File: config.mk
export PLATFORM = sky130hd
export DESIGN_NAME = uart_fifo
export DESIGN_NICKNAME = d
export VERILOG_FILES = /design/src/rtl/uart_fifo.sv
export SDC_FILE = /design/constraint.sdc
export NUM_CORES = 1
export LEC_CHECK = 0
export CORE_MARGIN = 3
export CORE_UTILIZATION = 55
export CTS_CLUSTER_SIZE = 20
export DETAILED_ROUTE_END_ITERATION = 12
export MAX_ROUTING_LAYER = met4
export PLACE_DENSITY = 0.74
export SYNTH_ARGS = -nofsm -noshare
export SYNTH_HDL_FRONTEND = slang
export SYNTH_SLANG_ARGS = --single-unit
File: constraint.sdc
create_clock -name clk -period 3.4 [get_ports clk]
set_clock_uncertainty 0.15 [all_clocks]
set_input_delay 0.68 -clock clk [delete_from_list [all_inputs] [get_ports clk]]
set_output_delay 0.68 -clock clk [all_outputs]
set_load 0.1 [all_outputs]
File: src/rtl/uart_fifo.sv
// Synchronous single-clock FIFO with registered or show-ahead read port,
// count-decoded status flags and sticky overflow/underflow error flags.
module uart_fifo #(
  parameter int DATA_W      = 8,
  parameter int ADDR_W      = 4,
  parameter int SHOWAHEAD   = 0,
  parameter int AFULL_LEVEL = 12
) (
  input  logic              clk,
  input  logic              rst_n,
  input  logic              sclr,
  input  logic              wrreq,
  input  logic [DATA_W-1:0] data,
  input  logic              rdreq,
  output logic [DATA_W-1:0] q,
  output logic              empty,
  output logic              full,
  output logic              almost_full,
  output logic [ADDR_W:0]   usedw,
  output logic              overflow,
  output logic              underflow
);

  localparam int              DEPTH   = 1 << ADDR_W;
  localparam logic [ADDR_W:0] DEPTH_W = (ADDR_W + 1)'(DEPTH);
  localparam logic [ADDR_W:0] AFULL_W = (ADDR_W + 1)'(AFULL_LEVEL);

  logic [DATA_W-1:0] mem [DEPTH];
  logic [ADDR_W-1:0] wr_ptr;
  logic [ADDR_W-1:0] rd_ptr;
  logic              wr_ok;
  logic              rd_ok;

  // Flags come from the registered count only, so they never see same-cycle requests.
  assign empty       = (usedw == '0);
  assign full        = (usedw == DEPTH_W);
  assign almost_full = (usedw >= AFULL_W);

  assign wr_ok = wrreq & ~full;
  assign rd_ok = rdreq & ~empty;

  always_ff @(posedge clk or negedge rst_n) begin
    // NOTE: non-blocking assignments keep every flop sampling pre-edge values.
    if (!rst_n) begin
      wr_ptr    <= '0;
      rd_ptr    <= '0;
      usedw     <= '0;
      overflow  <= 1'b0;
      underflow <= 1'b0;
    end else if (sclr) begin
      wr_ptr    <= '0;
      rd_ptr    <= '0;
      usedw     <= '0;
      overflow  <= 1'b0;
      underflow <= 1'b0;
    end else begin
      if (wr_ok) wr_ptr <= wr_ptr + ADDR_W'(1);
      if (rd_ok) rd_ptr <= rd_ptr + ADDR_W'(1);
      if (wrreq && full)  overflow  <= 1'b1;
      if (rdreq && empty) underflow <= 1'b1;
      case ({wr_ok, rd_ok})
        2'b10:   usedw <= usedw + (ADDR_W + 1)'(1);
        2'b01:   usedw <= usedw - (ADDR_W + 1)'(1);
        default: usedw <= usedw;
      endcase
    end
  end

  // NOTE: the storage array has no reset; stale words are unreachable once the pointers clear.
  always_ff @(posedge clk) begin
    if (wr_ok && !sclr) mem[wr_ptr] <= data;
  end

  if (SHOWAHEAD != 0) begin : g_showahead
    assign q = empty ? '0 : mem[rd_ptr];
  end else begin : g_registered
    logic [DATA_W-1:0] q_reg;

    always_ff @(posedge clk or negedge rst_n) begin
      if (!rst_n)     q_reg <= '0;
      else if (sclr)  q_reg <= '0;
      else if (rd_ok) q_reg <= mem[rd_ptr];
    end

    assign q = q_reg;
  end

endmodule

==> flow_metrics.py, run 1 <==
metrics = {
    "run_status": {
        "status": "complete, no violations",
    },
    "yosys": {
        "synthXorXnorAreaFrac_pct": 0.691,
        "synth_fa_ha_area_share_pct": 1.38,
        "synth-edff-count": 128,
        "synthMuxAreaShare_pct": 15.5,
        "ys.flop_type": "edfxtp_1",
        "synth-async-reset-ratio_pct": 15.2,
        "syn-instance-count": 352,
        "yosysTopAreaCellShare_pct": 60.6,
        "synth_seq_cells": 151,
        "synthSimpleGateAreaFrac_pct": 5.92,
        "ys_types": 44,
        "synth_top_family_by_area": "multiplexers",
        "synth_fp_nets": 372,
        "yosys-top-cells-area": "edfxtp_1 (61%), mux4_2 (11%), dfrtp_1 (9.1%), mux2i_1 (3.0%), o221ai_2 (1.9%)",
        "post-synth-top-area-cell": "edfxtp_1",
        "yosysWarnings": 0,
        "syn_area_sq_um": 6340,
        "synth_compound_area_share_pct": 4.60,
        "syn_area_per_cell_sq_um": 18.0,
        "ys_seq_area_share_pct": 69.7,
    },
    "drt": {
        "dr_total_vias": 3324,
        "wirelength_microns": 12100,
        "antenna_left": 0,
        "wl_per_cell_microns": 21.8,
        "drc": 0,
        "viasPerCell": 5.97,
        "drt-initial-drc-count": 266,
        "first_pass_iters": 4,
    },
    "finish": {
        "n_antenna_cell": 0,
        "drive_gt1_share_pct": 29.7,
        "nets": 424,
        "final_common_cell": "edfxtp_1",
        "final_core_util_pct": 67.4,
        "fill_cells": 749,
        "largest_reg_flops": 128,
        "syn2layout_area_growth_pct": 17.3,
        "final_cell_mix": "edfxtp_1 (128), buf_4 (39), mux4_2 (32)",
    },
    "placement": {
        "dp_hpwl_microns": 7570,
        "gp_congestion": 0.870,
        "port_buffers": 30,
    },
    "critical_path": {
        "worstPathCellList": "or4_1 -> nor2_1 -> buf_12",
        "worstSetupPathType": "reg -> out",
        "worstPathRequired_ps": 2570,
        "cpMaxStageDelayCell": "or4_1",
        "critPathCaptureType": "primary output",
        "start_kind": "register",
        "max_stage_delay_ps": 800,
        "critPathArrivalTime_ps": 2250,
        "path_max_fanout": 8,
    },
    "grt": {
        "grt_use_total_pct": 21.3,
        "grt_pass1_vias": 3381,
        "grt_first_pass_wirelength_microns": 18900,
        "overflow": 0,
        "antenna_found_initial": 0,
        "grt_max_degree": 35,
    },
    "floorplan": {
        "num_rows": 38,
        "io_pins": 31,
        "die_w_microns": 113,
        "core_area_sq_um": 11000,
        "start_util_pct": 57.5,
        "die_y_microns": 113,
        "dieArea_sq_um": 12800,
    },
    "sta": {
        "grt_setup_unrepaired": "false",
        "final-setup-viol-count": 0,
        "period_share_pct": 90.5,
        "fin_crit_ps": 3080,
        "fin_hold_ws_ps": 375,
        "setup_tns_ps": 0,
        "max_slew_margin_pct": 46.1,
        "clock.fmax_mhz": 325,
        "hold_viol": 0,
        "slew_viol_final": 0,
        "tightest_slew_ps": 809,
    },
    "cts": {
        "cts-root-buf": "clkbuf_16",
        "clk_path_buf_depth": 2,
        "h-tree-depth": 4,
        "cts_hold_buf": 0,
        "cts_resized": 0,
        "cts_tree": "done",
        "post-cts-setup-buffer-count": 0,
        "cts.clk_slew.worst_paths_ps": 60,
        "cts.sinks": 151,
        "cts_buffers": 17,
        "clock_latency_ps": 420,
    },
    "pwr": {
        "p_leak_nw": 2.54,
        "p_total_mw": 5.63,
        "p_per_area_nw_per_um2": 757,
        "peakVddDrop_mv": 0.736,
    },
    "worst_hold_path": {
        "min_path_type": "reg -> reg",
    },
    "run": {
        "maxCapViolations": 0,
    },
}
==> final timing paths <==
kind / start / endpoint / slack (ps) / cells after the start
min: overflow / overflow / 370 / 2
min in group asynchronous: rst_n / q[1] / 470 / 2
max in group asynchronous: rst_n / rd_ptr[1] / 2350 / 2
max: usedw[1] / empty / 320 / 3
min reg2reg: overflow / overflow / 370 / 2
max reg2reg: usedw[1] / usedw[2] / 590 / 7
==> through the flow <==
| step | instances | area, sq um | setup slack [ps] |
|---|---|---|---|
| after floorplan | 352 | 6340 | -327 |
| after global placement | 525 | 6860 | 507 |
| after detailed placement | 525 | 6860 | 420 |
| after CTS | 557 | 7430 | 292 |
| after global routing | 557 | 7430 | 230 |
| final | 557 | 7430 | 322 |
==> routing by layer <==
layer	track usage (%)	routed length, microns	up-vias
li1	-	-	1501
met1	25.9	4900	1710
met2	34.2	6320	97
met3	6.20	656	16
met4	8.25	238	0
met5	-	0	-
==> power breakdown <==
part | switching, mW | internal, mW | total (mW)
logic | 1.02 | 0.524 | 1.55
registers | 0.153 | 2.11 | 2.27
clock network | 0.729 | 1.09 | 1.81
==> cell families (layout without fill, tap and decap cells) <==
family,count (synthesis),in the layout
AO/OA/AOI/OAI,34,34
XOR/XNOR,5,5
adder cells (fa/ha/maj),7,7
buffers and inverters,27,92
flip-flops,151,151
multiplexers,56,56
AND/OR/NAND/NOR,72,72
==> synth_stat cells, types with 6 or more instances <==
| cell type | n |
|---|---|
| nand2_1 | 9 |
| a21oi_1 | 9 |
| buf_2 | 6 |
| dfrtp_1 | 23 |
| or3_1 | 6 |
| nand3b_1 | 9 |
| clkbuf_1 | 10 |
| inv_1 | 7 |
| o221ai_2 | 8 |
| edfxtp_1 | 128 |
| ha_1 | 7 |
| mux4_2 | 32 |
| mux2i_1 | 19 |
| nor2_1 | 30 |
==> cell type report <==
class | instances | area, sq um | share of cell area, %
flip-flops and latches | 151 | 4420 | 59.5
multi-input cells | 174 | 1780 | 23.9
repair buffers | 53 | 453 | 6.09
clock buffers | 18 | 429 | 5.77
well taps | 140 | 175 | 2.36
clock inverters | 14 | 149 | 2.00
inverters | 7 | 26.3 | 0.353
==> critical path, delay by kind of cell (launching register included) <==
family / cells / cell delay (ps)
and+or+nand+nor: 2 / 1150
buffers and inverters: 1 / 220
DFF: 1 / 450
Note: power is estimated with default switching activity, not from simulation.
==> run 2, diff against run 1 <==
- CTS_CLUSTER_DIAMETER: not set -> 80
==> results of run 2 <==
The final DEF is identical to that of run 1; final timing and power are the same.
==> run 3, diff against run 2 <==
- CTS_CLUSTER_DIAMETER: 80 -> 100
==> results of run 3 <==
The final DEF is identical to that of run 1; final timing and power are the same.
